$ cat config.mk
export PLATFORM = sky130hd
export DESIGN_NAME = marker_recorder_fifo_flat
export DESIGN_NICKNAME = d
export VERILOG_FILES = /design/src/rtl/marker_recorder_fifo_if.sv /design/src/rtl/marker_recorder_fifo.sv /design/src/flat_wrapper.sv
export SDC_FILE = /design/constraint.sdc
export NUM_CORES = 1
export LEC_CHECK = 0
export CORE_MARGIN = 5
export CORE_UTILIZATION = 45
export DETAILED_ROUTE_END_ITERATION = 8
export GPL_ROUTABILITY_DRIVEN = 1
export PLACE_DENSITY = 0.69
export SYNTH_ARGS = -nofsm -noshare
export SYNTH_HDL_FRONTEND = slang
export SYNTH_SLANG_ARGS = --single-unit
$ cat constraint.sdc
create_clock -name clk -period 2.3 [get_ports clk]
set_input_delay 0.69 -clock clk [delete_from_list [all_inputs] [get_ports clk]]
set_output_delay 0.69 -clock clk [all_outputs]
set_load 0.03 [all_outputs]
$ cat src/rtl/marker_recorder_fifo_if.sv
// rtl/marker_recorder_fifo_if.sv - move request / board status bundle for marker_recorder_fifo
interface marker_recorder_fifo_if #(
  parameter int CELLS = 9,
  parameter int DEPTH = 3,
  parameter int POS_W = 4
);
  localparam int CNT_W = $clog2(DEPTH + 1);

  logic             enable;
  logic             clear;
  logic             move_valid;
  logic             move_player;
  logic [POS_W-1:0] pos;
  logic             move_ack;
  logic             move_err;
  logic [1:0]       err_code;
  logic [CELLS-1:0] grid_a;
  logic [CELLS-1:0] grid_b;
  logic [CNT_W-1:0] count_a;
  logic [CNT_W-1:0] count_b;
  logic             turn;
  logic [POS_W-1:0] oldest_a;
  logic [POS_W-1:0] oldest_b;
  logic             oldest_vld_a;
  logic             oldest_vld_b;

  // Game controller side: issues moves, observes the board.
  modport master (
    output enable, clear, move_valid, move_player, pos,
    input  move_ack, move_err, err_code, grid_a, grid_b, count_a, count_b,
    input  turn, oldest_a, oldest_b, oldest_vld_a, oldest_vld_b
  );

  // Recorder side.
  modport slave (
    input  enable, clear, move_valid, move_player, pos,
    output move_ack, move_err, err_code, grid_a, grid_b, count_a, count_b,
    output turn, oldest_a, oldest_b, oldest_vld_a, oldest_vld_b
  );
endinterface

$ cat src/rtl/marker_recorder_fifo.sv
// rtl/marker_recorder_fifo.sv - two-player board where each player keeps at most DEPTH live marks
// Each player owns a circular FIFO of mark positions; a move by a player
// holding DEPTH marks retires that player's oldest mark on the same edge.
module marker_recorder_fifo #(
  parameter int CELLS = 9,
  parameter int DEPTH = 3,
  parameter int POS_W = 4
) (
  input logic                  clk,
  input logic                  reset,
  marker_recorder_fifo_if.slave bus
);
  localparam int CNT_W = $clog2(DEPTH + 1);
  localparam int PTR_W = (DEPTH > 1) ? $clog2(DEPTH) : 1;

  // Index 0 = player A (circle), index 1 = player B (cross).
  logic [POS_W-1:0] r_fifo  [2][DEPTH];
  logic [PTR_W-1:0] r_head  [2];
  logic [PTR_W-1:0] r_tail  [2];
  logic [CNT_W-1:0] r_count [2];
  logic [CELLS-1:0] r_grid  [2];
  logic             r_turn;
  logic             r_ack;
  logic             r_err;
  logic [1:0]       r_code;

  logic             w_sample;
  logic             w_pl;
  logic [1:0]       w_code;
  logic             w_full;
  logic [CELLS-1:0] w_occ_all;
  logic [CELLS-1:0] w_set_mask;
  logic [CELLS-1:0] w_pop_mask;

  function automatic logic [PTR_W-1:0] f_inc(input logic [PTR_W-1:0] p);
    return (32'(p) == DEPTH - 1) ? '0 : p + 1'b1;
  endfunction

  // Judge the incoming request against the pre-edge board, in priority order.
  always_comb begin
    w_sample   = bus.enable & ~bus.clear & bus.move_valid;
    w_pl       = bus.move_player;
    w_occ_all  = r_grid[0] | r_grid[1];
    w_code     = 2'b00;
    if (32'(bus.pos) >= CELLS)
      w_code = 2'b10;
    else if (w_pl != r_turn)
      w_code = 2'b11;
    else if (w_occ_all[bus.pos])
      w_code = 2'b01;
    w_full     = (32'(r_count[w_pl]) == DEPTH);
    w_set_mask = CELLS'(1) << bus.pos;
    w_pop_mask = w_full ? (CELLS'(1) << r_fifo[w_pl][r_head[w_pl]]) : '0;
  end

  // Board state, FIFOs and one-cycle result pulses.
  always_ff @(posedge clk or negedge reset) begin
    if (!reset) begin
      for (int i = 0; i < 2; i++) begin
        r_head[i]  <= '0;
        r_tail[i]  <= '0;
        r_count[i] <= '0;
        r_grid[i]  <= '0;
        for (int j = 0; j < DEPTH; j++) r_fifo[i][j] <= '0;
      end
      r_turn <= 1'b0;
      r_ack  <= 1'b0;
      r_err  <= 1'b0;
      r_code <= 2'b00;
    end else begin
      r_ack  <= 1'b0;
      r_err  <= 1'b0;
      r_code <= 2'b00;
      if (bus.clear) begin
        for (int i = 0; i < 2; i++) begin
          r_head[i]  <= '0;
          r_tail[i]  <= '0;
          r_count[i] <= '0;
          r_grid[i]  <= '0;
          for (int j = 0; j < DEPTH; j++) r_fifo[i][j] <= '0;
        end
        r_turn <= 1'b0;
      end else if (w_sample) begin
        if (w_code != 2'b00) begin
          r_err  <= 1'b1;
          r_code <= w_code;
        end else begin
          // The set cell is known free, so it never collides with the popped one.
          r_grid[w_pl]              <= (r_grid[w_pl] & ~w_pop_mask) | w_set_mask;
          r_fifo[w_pl][r_tail[w_pl]] <= bus.pos;
          r_tail[w_pl]              <= f_inc(r_tail[w_pl]);
          if (w_full)
            r_head[w_pl] <= f_inc(r_head[w_pl]);
          else
            r_count[w_pl] <= r_count[w_pl] + 1'b1;
          r_turn <= ~r_turn;
          r_ack  <= 1'b1;
        end
      end
    end
  end

  assign bus.move_ack     = r_ack;
  assign bus.move_err     = r_err;
  assign bus.err_code     = r_code;
  assign bus.grid_a       = r_grid[0];
  assign bus.grid_b       = r_grid[1];
  assign bus.count_a      = r_count[0];
  assign bus.count_b      = r_count[1];
  assign bus.turn         = r_turn;
  assign bus.oldest_a     = r_fifo[0][r_head[0]];
  assign bus.oldest_b     = r_fifo[1][r_head[1]];
  assign bus.oldest_vld_a = (32'(r_count[0]) == DEPTH);
  assign bus.oldest_vld_b = (32'(r_count[1]) == DEPTH);
endmodule
$ cat src/flat_wrapper.sv
// flat-port wrapper written by rule: the top's interface ports become plain ports
module marker_recorder_fifo_flat 
#(
  parameter int CELLS = 9,
  parameter int DEPTH = 3,
  parameter int POS_W = 4
)
  (clk, reset, bus_enable, bus_clear, bus_move_valid, bus_move_player, bus_pos, bus_move_ack, bus_move_err, bus_err_code, bus_grid_a, bus_grid_b, bus_count_a, bus_count_b, bus_turn, bus_oldest_a, bus_oldest_b, bus_oldest_vld_a, bus_oldest_vld_b);
  marker_recorder_fifo_if #(.CELLS(CELLS), .DEPTH(DEPTH), .POS_W(POS_W)) bus_i ();
  input logic clk;
  input logic reset;
  input wire logic [$bits(bus_i.enable)-1:0] bus_enable;
  input wire logic [$bits(bus_i.clear)-1:0] bus_clear;
  input wire logic [$bits(bus_i.move_valid)-1:0] bus_move_valid;
  input wire logic [$bits(bus_i.move_player)-1:0] bus_move_player;
  input wire logic [$bits(bus_i.pos)-1:0] bus_pos;
  output wire logic [$bits(bus_i.move_ack)-1:0] bus_move_ack;
  output wire logic [$bits(bus_i.move_err)-1:0] bus_move_err;
  output wire logic [$bits(bus_i.err_code)-1:0] bus_err_code;
  output wire logic [$bits(bus_i.grid_a)-1:0] bus_grid_a;
  output wire logic [$bits(bus_i.grid_b)-1:0] bus_grid_b;
  output wire logic [$bits(bus_i.count_a)-1:0] bus_count_a;
  output wire logic [$bits(bus_i.count_b)-1:0] bus_count_b;
  output wire logic [$bits(bus_i.turn)-1:0] bus_turn;
  output wire logic [$bits(bus_i.oldest_a)-1:0] bus_oldest_a;
  output wire logic [$bits(bus_i.oldest_b)-1:0] bus_oldest_b;
  output wire logic [$bits(bus_i.oldest_vld_a)-1:0] bus_oldest_vld_a;
  output wire logic [$bits(bus_i.oldest_vld_b)-1:0] bus_oldest_vld_b;
  assign bus_i.enable = bus_enable;
  assign bus_i.clear = bus_clear;
  assign bus_i.move_valid = bus_move_valid;
  assign bus_i.move_player = bus_move_player;
  assign bus_i.pos = bus_pos;
  assign bus_move_ack = bus_i.move_ack;
  assign bus_move_err = bus_i.move_err;
  assign bus_err_code = bus_i.err_code;
  assign bus_grid_a = bus_i.grid_a;
  assign bus_grid_b = bus_i.grid_b;
  assign bus_count_a = bus_i.count_a;
  assign bus_count_b = bus_i.count_b;
  assign bus_turn = bus_i.turn;
  assign bus_oldest_a = bus_i.oldest_a;
  assign bus_oldest_b = bus_i.oldest_b;
  assign bus_oldest_vld_a = bus_i.oldest_vld_a;
  assign bus_oldest_vld_b = bus_i.oldest_vld_b;
  marker_recorder_fifo #(.CELLS(CELLS), .DEPTH(DEPTH), .POS_W(POS_W)) u_core (.clk(clk), .reset(reset), .bus(bus_i));
endmodule
---- Word level (Yosys, flattened, before mapping) ----
Cells that the tools add are included.
word-level totals
  latch bits .............................. 0
  output and inout port bits .............. 37
  bits in registers ....................... 59
  bits of input ports ..................... 10
  ROM bits ................................ 0
  memories kept ........................... 0
  logic and storage cells ................. 135
  memory bits (writable) .................. 0
operators by class
  multiply operators ...................... 0
  bitwise operators ....................... 13
  reductions and logical operators ........ 8
  div/mod/pow operators ................... 0
  eq/ne operators ......................... 8
  $add $sub $neg .......................... 3
  magnitude comparators ................... 9
  muxes and demuxes ....................... 74
  shift-type cells ........................ 2
operators by type and width
  kind                                                       number
  2-to-1 mux 24 bit                                          3
  2-to-1 mux 4 bit                                           18
  2-to-1 mux 18 bit                                          3
  2-to-1 mux 12 bit                                          4
  2-to-1 mux 9 bit                                           5
  2-to-1 mux 2 bit                                           17
  binary-select mux 4 bit (select 2 bit)                     3
  bitwise mux 24 bit                                         1
  bitwise mux 18 bit                                         1
  bitwise OR 9 bit                                           2
  left shift 1 x 4 -> 9 bit (first input constant)           2
  bitwise mux 4 bit                                          3
  demux 12 bit (select 1 bit)                                1
  greater-or-equal comparator 3 bit (second input constant)  4
  inverter 2 -> 3 bit                                        4
  2-to-1 mux 1 bit                                           11
  == test 2 bit (second input constant)                      5
  AND 9 bit                                                  1
  demux 9 bit (select 1 bit)                                 1
  inverter 9 bit                                             1
  demux 4 bit (select 2 bit)                                 1
  adder 2 x 1 -> 2 bit (second input constant)               3
  AND reduction 3 bit                                        2
  nonzero test 2 bit                                         3
  14 further kinds                                           18

---- Depth between registers and ports, before layout ----
  depth in word-level cells ............... 17
  depth in mapped cells ................... 9
  gate-level depth less buffers ........... 7

---- Worst setup path before layout ----
OpenSTA, ideal clock, no wires.
  path type ............................... in2reg
  start ................................... in bus_move_player
  end ..................................... reg u_core.r_grid, in the netlist u_core.bus.grid_b[3]
  setup time .............................. 0.139 ns
  data required time ...................... 2.161 ns
  stages on the path ...................... 9
  buffers on the path ..................... 2
  setup slack ............................. -0.525 ns
  arrival ................................. 2.686 ns
  path through ............................ buf_1 -> clkbuf_1 -> mux2_2 -> ha_1 -> nand3_1 -> o21ai_1 -> nand2_1 -> o311ai_0 -> o31ai_1
on the way
  longest elaborated chain between the ends .. 17
  elaborated cells between the ends (all ways) .. 38
  classes of those cells .................. order compare: 2; eq/ne: 3; shift: 1; mux: 24; bitwise: 5; reduce/logical: 3
ends and longest elaborated chain
  item                                                 line                                                                                RTL
  start: declaration                                   flat_wrapper.sv:15                                                                  input wire logic [$bits(bus_i.move_player)-1:0] bus_move_player;
  inverter 1 -> 2 bit                                  marker_recorder_fifo.sv:51, marker_recorder_fifo.sv:53, marker_recorder_fifo.sv:89
  2-to-1 mux 2 bit (implied by the code) (3 in a row)  marker_recorder_fifo.sv:53                                                          w_pop_mask = w_full ? (CELLS'(1) << r_fifo[w_pl][r_head[w_pl]]) : '0;
  inverter 2 -> 3 bit (implied by the code)            marker_recorder_fifo.sv:53
  binary-select mux 4 bit (select 2 bit)               marker_recorder_fifo.sv:53
  2-to-1 mux 4 bit (implied by the code) (2 in a row)  marker_recorder_fifo.sv:53
  left shift 1 x 4 -> 9 bit                            marker_recorder_fifo.sv:53
  2-to-1 mux 9 bit                                     marker_recorder_fifo.sv:53
  inverter 9 bit                                       marker_recorder_fifo.sv:89                                                          r_grid[w_pl] <= (r_grid[w_pl] & ~w_pop_mask) | w_set_mask;
  AND 9 bit                                            marker_recorder_fifo.sv:89
  bitwise OR 9 bit                                     marker_recorder_fifo.sv:89
  bitwise mux 18 bit                                   marker_recorder_fifo.sv:89
  2-to-1 mux 18 bit                                    marker_recorder_fifo.sv:84                                                          if (w_code != 2'b00) begin
  2-to-1 mux 18 bit                                    marker_recorder_fifo.sv:83                                                          end else if (w_sample) begin
  2-to-1 mux 18 bit                                    marker_recorder_fifo.sv:74                                                          if (bus.clear) begin
  end signal: indexed assignment                       marker_recorder_fifo.sv:89
  end: declaration                                     marker_recorder_fifo.sv:21                                                          logic [CELLS-1:0] r_grid [2];
Several ways; a longest one is shown, not always the timed one. The select of a mux whose other input is x is not followed.
A chain may end at the register's enable or synchronous reset.

---- Final worst setup path ----
  start ................................... in bus_pos[0]
  end ..................................... reg u_core.r_grid, in the netlist u_core.bus.grid_a[0]
on the way
  longest elaborated chain between the ends .. 8
  elaborated cells between the ends (all ways) .. 15
  classes of those cells .................. order compare: 1; eq/ne: 1; shift: 1; mux: 9; bitwise: 1; reduce/logical: 2
ends and longest elaborated chain
  item                                    line                        RTL
  start: declaration                      flat_wrapper.sv:16          input wire logic [$bits(bus_i.pos)-1:0] bus_pos;
  binary-select mux 1 bit (select 4 bit)  marker_recorder_fifo.sv:49  else if (w_occ_all[bus.pos])
  2-to-1 mux 1 bit (implied by the code)  marker_recorder_fifo.sv:49
  2-to-1 mux 1 bit                        marker_recorder_fifo.sv:49
  2-to-1 mux 2 bit                        marker_recorder_fifo.sv:47  else if (w_pl != r_turn)
  2-to-1 mux 2 bit                        marker_recorder_fifo.sv:45  if (32'(bus.pos) >= CELLS)
  nonzero test 2 bit                      marker_recorder_fifo.sv:84
  inequality test 2 bit (no line)         -
  AND reduction 2 bit (no line)           -
Several ways; a longest one is shown, not always the timed one. The select of a mux whose other input is x is not followed.

==> impl_metrics.tcl <==
set metrics [dict create \
    power.ir.vdd_worst_v 0.0003743 \
    yosys_warnings 0 \
    unrepaired_setup_endpoints_after_global_routing "true" \
    final_period_demand_of_the_worst_path_ns 2.477 \
    boundary_pins 47 \
    avg_cell_area_syn_sq_um 9.623 \
    layout.area.seq_sq_um 1480 \
    htree_levels 3 \
    synth.yosys.seq_area_share_pct 43.46 \
    global_route.overflow_total 0 \
    post_synth_fa_ha_maj_area_fraction_pct 0.3683 \
    status "finished with violations" \
    layout.nets 479 \
    violations "negative setup slack" \
    drt-wirelength-per-cell_um 20.35 \
    dp_hpwl_um 7325 \
    cp-end-kind "flop" \
    layout_setup_ws_ns -0.1767 \
    placed_cells_incl_taps 537 \
    global_route_wire_length_before_repair_um 17690 \
    fmax_ghz 0.4038 \
    port_buffers 46 \
    synth_top_cell_by_area "dfrtp_1" \
    clk_root_buffer_cell "clkbuf_8" \
    power-per-cell-area_nw_per_um2 437.1 \
    floorplan.die.height_um 96.89 \
    critical_setup_path_kind "primary input to flop" \
    final-instance-count-excl-fill 571 \
    grt_use_met2_pct 36.36 \
    drive_above_1_share_pct 41.53 \
    initial_core_util_pct 46.59 \
    drtAntennaViolNets 0 \
    clkLatencyLatePin_ns 0.34 \
    post_synth_mux_area_share_pct 12.19 \
    totalWireLength_um 11620 \
    use_met3_pct 4.748 \
    maxSlewHeadroom_pct 60.02 \
    initial_antenna_violation_count 0 \
    slew_viol_final 0 \
    cts.sink_count 59 \
    firstDrtPassIters 5 \
    synth_xor_area_share_pct 0.2578 \
    remaining_drc_errors 0 \
    area_delta_synth_final_pct 53.96 \
    worst_r2r_startpoint "u_core.bus.grid_a[4]" \
    setup-tns-final_ns -5.250 \
    core_sq_um 7292 \
    timing.critical_path.max_delay_family "simple AND/OR/NAND/NOR gates" \
    max-clock-path-buffers 2 \
    synthesis.instances 353 \
    setup_viol_count_final 50 \
    post_synth_instance_area_sq_um 3397 \
    via_count_of_the_first_global_routing_pass 3395 \
    worst_pin_slew_ns 0.5981 \
    synth_edf_count 0 \
    design.die.area_sq_um 9387 \
    timing.final.crit_share_pct 107.7 \
    grt_max_degree 60 \
    num_antenna_cells 0 \
    synth_compound_gate_area_share_pct 20.41 \
    fp-row-count 31 \
    timing.critical_path.from "bus_pos[0]" \
    timing.critical_path.fanout_max 5 \
    hold_viol_final 0 \
    post-synth-top-area-fraction_pct 43.46 \
    multiInputGateArea_sq_um 2245 \
    startpoint_type "primary input" \
    cp.buffers_inverters 3 \
    synth-seq-cells 59 \
    ys.flop_type "dfrtp_1" \
    pre_cts_worst_setup_slack_ns -0.8815 \
    layout.cells.most_common "buf_4" \
    vias 3536 \
    die_width_um 96.89 \
    clock_slew_at_the_register_clock_pins_of_the_worst_setup_and_hold_paths_ns 0.07 \
    yosys.cell_types.count 56 \
    global_route.usage.met1_pct 30.70 \
    maxCapViolations 0 \
    synth.area.top_cells "dfrtp_1 (43%), mux2i_1 (8.5%), mux2_2 (3.6%)" \
    gp_congestion 0.9121 \
    synthesis.nets 364 \
    crit_path_most_repeated_cell "buf_6" \
    crit_path_top_delay_cell "or4_4" \
    drt-initial-drc-count 253 \
    cts_buffers 9 \
    timing.critical_path.arrival_ns 2.75 \
    post_drt_via_cell_ratio 6.193 \
    most-common-layout-cells "buf_4 (70), dfrtp_1 (56), clkdlybuf4s50_1 (31)" \
    yosys.area_share.simple_pct 19.45 \
    grt_util_overall_pct 23.24 \
    synth_top_family_by_area "compound AO/OA/AOI/OAI gates" \
    timing.critical_path.required_ns 2.57 \
    min-delay-path-class "primary input to asynchronous set/reset pin" \
    cts_hold_repair.buffers 0 \
    final_util_pct 71.72 \
    grt.busiest_layer "met2" \
    num-fill-cells 550 \
    clock_tree_from_tritoncts "built" \
    async_flop_share_pct 100.0 \
    fin_worst_skew_ns 0.01152 \
    total_leakage_power_nw 2.218 \
    critical-path-max-stage-delay_ns 0.50 \
    crit_chain "buf_6 -> or4_4 -> o311a_1 -> a311oi_4 -> buf_6 -> o21ai_4 -> or4_4 -> buf_6 -> o2bb2ai_2" \
]
## synthesized netlist by cell type, types with 6 or more instances
| library cell | n |
|---|---|
| dfrtp_1 | 59 |
| nor2_1 | 31 |
| mux2i_1 | 29 |
| o21ai_0 | 24 |
| clkbuf_1 | 20 |
| nand3_1 | 17 |
| a21oi_1 | 15 |
| nand2_1 | 14 |
| mux2_2 | 11 |
| nor3_1 | 10 |
| o31ai_1 | 10 |
| o2bb2ai_1 | 9 |
| nand3b_1 | 8 |
| o211ai_1 | 8 |
| nand4_1 | 7 |
| a22oi_1 | 6 |
| inv_1 | 6 |
## per-stage QoR
step / area, sq um / total power, mW / hold slack [ns]
after floorplan: 3477 / 1.217 / 0.3944
after global placement: 4414 / 1.367 / 0.5043
after detailed placement: 4414 / 1.371 / 0.5134
after CTS: 4886 / 2.233 / 0.3581
after global routing: 5230 / 2.359 / 0.3750
final: 5230 / 2.286 / 0.3535
## timing repair
action / 4_1_cts / 5_1_grt
cloned: 2 / 1
pin swaps: 20 / 29
setup endpoints to repair: 64 / 64
gates resized for setup: 64 / 67
buffers inserted: 10 / 12
## flip-flops by register name, indices dropped and copies added, names as in the netlist, 2 cells and up
| signal | count |
|---|---|
| u_core.bus.count_a | 2 |
| u_core.bus.count_b | 2 |
| u_core.bus.err_code | 2 |
| u_core.bus.grid_a | 9 |
| u_core.bus.grid_b | 9 |
| u_core.r_fifo | 24 |
| u_core.r_head | 4 |
| u_core.r_tail | 4 |
## layout make-up
type | instances | area share [%]
flip-flops and latches | 59 | 28.30
multi-input cells | 263 | 42.92
well taps | 99 | 2.368
clock buffers | 12 | 2.775
clock inverters | 3 | 0.2871
inverters | 6 | 0.4306
repair buffers | 129 | 22.92
## per-layer routing
metal | vias up | wire length [um]
met5 | - | 0
met4 | 0 | 361
met3 | 36 | 853
met2 | 173 | 5581
met1 | 1742 | 4825
li1 | 1585 | -
## kinds of logic (layout without fill, tap and decap cells)
| logic type | count (synthesis) | in the layout |
|---|---|---|
| flip-flops | 59 | 59 |
| XOR/XNOR | 1 | 1 |
| buffers and inverters | 32 | 150 |
| AND/OR/NAND/NOR | 121 | 121 |
| adder cells (fa/ha/maj) | 1 | 1 |
| AO/OA/AOI/OAI | 99 | 100 |
| multiplexers | 40 | 40 |
## where the power goes
group          switching (mW)  leakage [nW]  internal [mW]
Sequential            0.00669         0.817           1.05
Clock                   0.418        0.0860          0.410
Combinational           0.231          1.32          0.175
## worst paths after layout
path | end | slack (ns) | cells past startpoint
worst max-delay path | u_core.bus.grid_a[0] | -0.18 | 9
worst max register to register | u_core.bus.grid_a[0] | -0.16 | 8
worst min-delay path | u_core.bus.move_ack | 0.35 | 2
min in group clk | u_core.r_fifo[4] | 0.53 | 2
max in group asynchronous | u_core.r_head[0] | 1.68 | 2
worst min register to register | u_core.r_fifo[4] | 0.53 | 2
(Power assumes the default switching activity.)
